==> config.mk <==
export PLATFORM = sky130hd
export DESIGN_NAME = ls11_sweep_tester
export DESIGN_NICKNAME = d
export VERILOG_FILES = /design/src/rtl/ls11_sweep_tester.sv
export SDC_FILE = /design/constraint.sdc
export NUM_CORES = 1
export LEC_CHECK = 0
export ABC_AREA = 1
export CORE_MARGIN = 2
export CORE_UTILIZATION = 30
export DETAILED_ROUTE_END_ITERATION = 8
export HOLD_SLACK_MARGIN = 0.06
export PLACE_DENSITY_LB_ADDON = 0.05
export SYNTH_ARGS = -nofsm -noshare
export SYNTH_HDL_FRONTEND = slang
export SYNTH_SLANG_ARGS = --single-unit
==> constraint.sdc <==
create_clock -name clk -period 7.84 [get_ports clk]
set_input_delay 0.784 -clock clk [delete_from_list [all_inputs] [get_ports clk]]
set_output_delay 0.784 -clock clk [all_outputs]
set_load 0.02 [all_outputs]
==> src/rtl/ls11_sweep_tester.sv <==
// Exhaustive sweep tester for a triple 3-input AND gate model.
// Drives all 512 input vectors and waits SETTLE_CYCLES cycles before each sample.
// Compares Y against the expected AND results, then reports pass, the mismatch
// count and the first failing vector.
module ls11_sweep_tester #(
  parameter int unsigned SETTLE_CYCLES = 2
) (
  input  logic       clk,
  input  logic       rst_n,
  input  logic       in_start,
  input  logic       in_abort,
  input  logic [2:0] in_y,
  output logic [8:0] out_drv,
  output logic       out_busy,
  output logic       out_done,
  output logic       out_pass,
  output logic [9:0] out_err_cnt,
  output logic       out_fail_valid,
  output logic [8:0] out_first_fail
);

  localparam int unsigned VEC_W = 9;
  localparam int unsigned ERR_W = 10;
  localparam int unsigned CNT_W = 4;

  localparam logic [1:0] ST_IDLE   = 2'd0;
  localparam logic [1:0] ST_SETTLE = 2'd1;
  localparam logic [1:0] ST_CHECK  = 2'd2;

  // With no settle time each vector is checked on the very next edge.
  localparam logic [1:0]       ST_AFTER_VEC = (SETTLE_CYCLES == 0) ? ST_CHECK : ST_SETTLE;
  localparam logic [CNT_W-1:0] SETTLE_LAST  = CNT_W'(SETTLE_CYCLES - 1);
  localparam logic [VEC_W-1:0] LAST_VEC     = VEC_W'(511);

  logic [1:0]       state, state_d;
  logic [CNT_W-1:0] cnt, cnt_d;
  logic [VEC_W-1:0] drv_d, first_fail_d;
  logic             busy_d, done_d, pass_d, fail_valid_d;
  logic [ERR_W-1:0] err_cnt_d, err_inc;
  logic [2:0]       exp_y;
  logic             mismatch;

  // Expected gate outputs for the vector currently on the bus.
  assign exp_y    = {&out_drv[8:6], &out_drv[5:3], &out_drv[2:0]};
  assign mismatch = (in_y != exp_y);
  assign err_inc  = out_err_cnt + ERR_W'(mismatch);

  // State and result registers.
  always_ff @(posedge clk or negedge rst_n) begin
    if (!rst_n) begin
      state          <= ST_IDLE;
      cnt            <= '0;
      out_drv        <= '0;
      out_busy       <= 1'b0;
      out_done       <= 1'b0;
      out_pass       <= 1'b0;
      out_err_cnt    <= '0;
      out_fail_valid <= 1'b0;
      out_first_fail <= '0;
    end else begin
      state          <= state_d;
      cnt            <= cnt_d;
      out_drv        <= drv_d;
      out_busy       <= busy_d;
      out_done       <= done_d;
      out_pass       <= pass_d;
      out_err_cnt    <= err_cnt_d;
      out_fail_valid <= fail_valid_d;
      out_first_fail <= first_fail_d;
    end
  end

  // Next-state and next-output logic.
  always_comb begin
    state_d      = state;
    cnt_d        = cnt;
    drv_d        = out_drv;
    busy_d       = out_busy;
    done_d       = 1'b0;
    pass_d       = out_pass;
    err_cnt_d    = out_err_cnt;
    fail_valid_d = out_fail_valid;
    first_fail_d = out_first_fail;
    case (state)
      ST_IDLE: begin
        if (in_start) begin
          state_d      = ST_AFTER_VEC;
          cnt_d        = '0;
          drv_d        = '0;
          busy_d       = 1'b1;
          pass_d       = 1'b0;
          err_cnt_d    = '0;
          fail_valid_d = 1'b0;
          first_fail_d = '0;
        end
      end
      ST_SETTLE: begin
        if (in_abort) begin
          state_d = ST_IDLE;
          drv_d   = '0;
          busy_d  = 1'b0;
        end else if (cnt == SETTLE_LAST) begin
          state_d = ST_CHECK;
        end else begin
          cnt_d = cnt + CNT_W'(1);
        end
      end
      ST_CHECK: begin
        if (in_abort) begin
          state_d = ST_IDLE;
          drv_d   = '0;
          busy_d  = 1'b0;
        end else begin
          err_cnt_d = err_inc;
          if (mismatch && !out_fail_valid) begin
            fail_valid_d = 1'b1;
            first_fail_d = out_drv;
          end
          if (out_drv == LAST_VEC) begin
            state_d = ST_IDLE;
            drv_d   = '0;
            busy_d  = 1'b0;
            done_d  = 1'b1;
            pass_d  = (err_inc == '0);
          end else begin
            state_d = ST_AFTER_VEC;
            cnt_d   = '0;
            drv_d   = out_drv + VEC_W'(1);
          end
        end
      end
      default: begin
        state_d = ST_IDLE;
      end
    endcase
  end

endmodule

* Word level (Yosys, flattened, before mapping)
Cells that the tools add are included. W data, S select, Z words.
Word-level totals: register bits 38, output and inout port bits 32, word-level logic and storage cells 81, bits in read-only memories 0, input port bits 7, bits in writable memories 0, memories 0, latch bits 0
Operators by class: equal/unequal tests 15, multiplexer cells 38, shifts and indexed selects 0, multipliers 0, $lt $le $gt $ge 0, bitwise gates (word level) 0, reductions and logical operators 16, add/subtract/negate cells 3, div/mod/pow operators 0
Operator list (number):
- $mux W9 | 6
- $pmux W9 S3 | 1
- $mux W10 | 2
- $mux W4 | 5
- $pmux W10 S2 | 1
- $pmux W9 S2 | 1
- $ne A2 B2 Y1 const B | 8
- $reduce_and A3 Y1 | 5
- $mux W1 | 14
- $pmux W4 S3 | 1
- $reduce_and A4 Y1 | 3
- $add A10 B1 Y10 | 1
- $logic_not A10 Y1 | 1
- $add A9 B1 Y9 const B | 1
- $eq A9 B9 Y1 const B | 1
- $mux W2 | 3
- $ne A3 B3 Y1 const B | 2
- $pmux W2 S3 | 1
- $reduce_and A6 Y1 | 1
- $add A4 B1 Y4 const B | 1
- $eq A4 B1 Y1 const B | 1
- $pmux W1 S2 | 2
- $ne A3 B3 Y1 | 1
- $pmux W1 S3 | 1
- 8 further kinds | 8

* Logic depth before layout (Yosys ltp)
depth after elaboration 7, gate-level depth with buffers 19, depth with buffers taken out 18

* Worst setup path after synthesis
Ideal clock, no wire load.
path kind register to register, from register out_drv[0], to register out_pass, arrival time 2507 ps, period minus slack after synthesis 2572 ps, setup slack 5268 ps, data required time 7775 ps, library setup time 65 ps, stages on the path, launching flop included 19, path buffers 1, cell sequence dfrtp_1 ha_1 ha_1 inv_1 nand2_1 nand2_1 nand2_1 nor2_1 nand2_1 buf_2 ha_1 ha_1 nor3_1 nand2_1 nor2_1 nand2_1 nor2_1 nand3_1 nand2_1
Between the ends: longest elaborated chain between the ends 7, elaborated cells between the ends (all ways) 10, classes of those cells add/sub (1); eq/ne (3); mux (3); reduce/logical (3)
Ends and longest elaborated chain:
- start, declared | RTL line 13 | output logic [8:0] out_drv,
- start signal, assigned | RTL line 63 | out_drv <= drv_d;
- $reduce_and A3 Y1 | RTL line 44 | assign exp_y = {&out_drv[8:6], &out_drv[5:3], &out_drv[2:0]};
- $ne A3 B3 Y1 | RTL line 45 | assign mismatch = (in_y != exp_y);
- $add A10 B1 Y10 | RTL line 46 | assign err_inc = out_err_cnt + ERR_W'(mismatch);
- $logic_not A10 Y1 | RTL line 124 | pass_d = (err_inc == '0);
- $mux W1 | RTL line 119 | if (out_drv == LAST_VEC) begin
- $mux W1 | RTL line 109 | if (in_abort) begin
- $pmux W1 S2 | RTL line 84 | case (state)
- end signal, assigned | RTL line 66 | out_pass <= pass_d;
- end, declared | RTL line 16 | output logic out_pass,
Several ways; a longest one is shown, not always the timed one. The select of a mux whose other input is x is not followed. A chain may end at the register's enable or synchronous reset.

* Worst setup path after layout
from input in_y[0], to register out_pass
Between the ends: longest elaborated chain between the ends 6
Ends and longest elaborated chain:
- start, declared | RTL line 12 | input logic [2:0] in_y,
- $ne A3 B3 Y1 | RTL line 45
- $add A10 B1 Y10 | RTL line 46
- $logic_not A10 Y1 | RTL line 124
- $mux W1 | RTL line 119
- $mux W1 | RTL line 109
- $pmux W1 S2 | RTL line 84
No other way between the ends. The select of a mux whose other input is x is not followed.

==> results.json <==
{
  "crit_slowest_cell": "clkdlybuf4s50_1",
  "cp_max_fo": 12,
  "clk_path_buf_depth": 2,
  "drt_iter0_drc": 59,
  "cp_top_family": "simple AND/OR/NAND/NOR gates",
  "required_ns": 8.03,
  "hold_path_class": "reg2reg",
  "layout.nets": 322,
  "setup_tns_ns": 0,
  "synth-seq-cells": 38,
  "die_area_mm2": 0.00771,
  "initial_utilization_pct": 31.0,
  "synth-compound-area-share_pct": 6.89,
  "synth_fa_ha_area_share_pct": 7.13,
  "ir_worst_vdd_mv": 0.156,
  "p_leak_nw": 1.26,
  "crit_path_start_kind": "input pin",
  "powerDensity_mw_per_mm2": 241,
  "dp_hpwl_mm": 3.64,
  "cts_tree": "built",
  "syn_area_per_cell_um2": 8.04,
  "gp_congestion": 0.766,
  "area_growth_pct": 26.7,
  "grt_use_total_pct": 14.2,
  "cp_num_buf_inv": 3,
  "coreArea_mm2": 0.00679,
  "register_area_um2": 951,
  "dp.cells": 392,
  "htreeDepth": 2,
  "grt_pass1_wl_mm": 8.40,
  "finalCritPeriodShare_pct": 35.9,
  "cts.sinks": 38,
  "multi_input_area_mm2": 0.00101,
  "rsz0062_at_grt": "false",
  "status": "finished, final reports clean",
  "io_buffers": 38,
  "synth_fp_nets": 281,
  "drc_errors": 0,
  "overflow": 0,
  "slew_violations": 0,
  "cp-end-kind": "register",
  "layout_min_cycle_time_ns": 2.81,
  "synth_top_area_share_pct": 45.2,
  "finalNonFillerCells": 400,
  "cts-root-buf": "clkbuf_8",
  "clk_latency_ns": 0.29,
  "first_pass_iters": 6,
  "vias_per_cell": 4.45,
  "skew_ns": 0.00940,
  "synth_top_family_by_area": "simple AND/OR/NAND/NOR gates",
  "cts.clk_slew.worst_paths_ns": 0.08,
  "antenna_found_initial": 0,
  "synth.distinct_cells": 25,
  "cts-buffers-inserted": 5,
  "drtAntennaViolNets": 0,
  "ys_warn_count": 0,
  "relSlewSlack_pct": 41.7,
  "max_stage_delay_ns": 0.48,
  "wl_per_cell_um": 12.2,
  "crit_arrival_ns": 3.00,
  "nFillCells": 710,
  "grt_max_degree": 39,
  "drive_gt1_share_pct": 6.91,
  "fmax_mhz": 356,
  "synth_mux_area_share_pct": 0,
  "vias": 1781,
  "yosys.area.top_type": "dfrtp_1",
  "finalWirelength_mm": 4.87,
  "maxCapViolCount": 0,
  "netlist_area_mm2": 0.00211,
  "n_antenna_cell": 0,
  "cp_common_cell": "nand2_1",
  "syn_inst": 262,
  "worst_slew_pin_slew_ns": 0.874,
  "yosysSeqAreaShare_pct": 45.2,
  "grt_pass1_vias": 1707,
  "synth_xor_area_share_pct": 3.74,
  "ys_top_cells_by_area": "dfrtp_1, nand2_1, ha_1, inv_1, nand4_1",
  "setup_viol": 0,
  "postCtsSetupRepairBufs": 0,
  "postCtsResizedCells": 0,
  "hold_viol": 0,
  "die_w_um": 87.8,
  "io_pins": 39,
  "hold_buffers": 0,
  "synth-simple-area-share_pct": 30.0,
  "worstSetupPathType": "in2reg",
  "rows": 30,
  "cp_cell_sequence": "clkdlybuf4s50_1 -> inv_1 -> nand2_1 -> nand2_1 -> nand2_1 -> nor2_1 -> nand2_1 -> ha_1 -> ha_1 -> nand2_1 -> nor3_1 -> xor2_1 -> inv_1 -> nand3_1 -> nand2_1",
  "die_h_um": 87.8
}
-- power breakdown --
group	leakage [nW]	internal, mW	total, mW	switching, mW
combinational	0.688	0.0858	0.261	0.175
sequential	0.523	0.219	0.240	0.0212
clock	0.0482	0.0710	0.142	0.0712
total	1.26	0.376	0.644	0.268
-- registers in the layout, summed over array words and instances, names as in the netlist --
register        cells
cnt                 4
out_drv             9
out_done            1
out_err_cnt        10
out_fail_valid      1
out_busy            1
out_pass            1
state               2
out_first_fail      9
-- logic make-up after synthesis --
logic type,after synthesis
AND/OR/NAND/NOR,139
flip-flops,38
buffers and inverters,37
AO/OA/AOI/OAI,27
adder cells (fa/ha/maj),12
XOR/XNOR,9
-- synthesized netlist by cell type --
cell and instances:
nand2_1 74, inv_2 7, nand3b_1 2, nand2_2 2
inv_1 26, nor2_2 2, o21ai_0 5, nand3_1 17
buf_2 2, a21oi_1 5, xnor2_1 1, buf_6 1
nand4_1 14, o22ai_1 2, nor2_8 1, xor2_1 8
o21ai_1 13, dfrtp_1 38, nor4_1 1, nor2_1 22
nand3_4 1, clkbuf_1 1, a22o_1 2, nor3_1 3
ha_1 12
-- tightest hold or removal path: stages, from the launching register on --
cell and delay, ns:
dfrtp_1 0.34, nand2_1 0.05, nand2_1 0.04
-- layout by cell type (no fill, tap or decap), drive strengths merged, types with 2 or more instances in the layout --
| cell | Yosys | final |
|---|---|---|
| a21oi | 5 | 5 |
| nor3 | 3 | 3 |
| nand2 | 76 | 76 |
| nand3b | 2 | 2 |
| inv | 33 | 33 |
| nand4 | 14 | 14 |
| a22o | 2 | 2 |
| o22ai | 2 | 2 |
| ha | 12 | 12 |
| nand3 | 18 | 18 |
| clkbuf | 1 | 7 |
| xor2 | 8 | 8 |
| o21ai | 18 | 18 |
| clkdlybuf4s50 | 0 | 37 |
| nor2 | 25 | 25 |
| dfrtp | 38 | 38 |
-- cell type report --
type                            count  share of cell area (%)
Timing Repair Buffer               38                    14.1
Tap cell                           96                    4.50
Sequential cell                    38                    35.6
Multi-Input combinational cell    187                    37.7
Inverter                           33                    4.64
Clock inverter                      1                   0.188
Clock buffer                        7                    3.24
-- metrics by stage --
stage | instance area [um^2] | worst slack (ns) | hold WS, ns | total power, mW | utilization (%)
final | 2670 | 5.03 | 0.469 | 0.644 | 39.3
after global placement | 2580 | 4.76 | 0.454 | 0.511 | 37.9
after global routing | 2670 | 4.71 | 0.513 | 0.708 | 39.3
after CTS | 2670 | 5.01 | 0.477 | 0.658 | 39.3
after detailed placement | 2580 | 4.71 | 0.458 | 0.510 | 37.9
after floorplan | 2110 | 5.27 | 0.488 | 0.430 | -
-- metal layers --
metal  track usage [%]  wire, um  part of all wire, %  vias up
met1              20.9      2490                   51      813
met4              4.62        58                  1.2        0
met2              20.5      2160                   44       28
met3              3.11       162                  3.3        6
li1                  -         -                    -      934
met5                 0         0                    0        -
-- worst paths after layout --
| kind | from | slack [ns] | to | depth (start not counted) |
|---|---|---|---|---|
| worst max-delay path | in_y[0] | 5.03 | out_pass | 15 |
| worst min-delay path | out_first_fail[7] | 0.47 | out_first_fail[7] | 2 |
| worst max register to register | out_drv[0] | 5.05 | out_pass | 16 |
| worst min register to register | out_first_fail[7] | 0.47 | out_first_fail[7] | 2 |
| max in group asynchronous | rst_n | 6.68 | cnt[0] | 1 |
| min in group asynchronous | rst_n | 0.60 | out_err_cnt[7] | 1 |
Power figures use the tool's default switching activity.
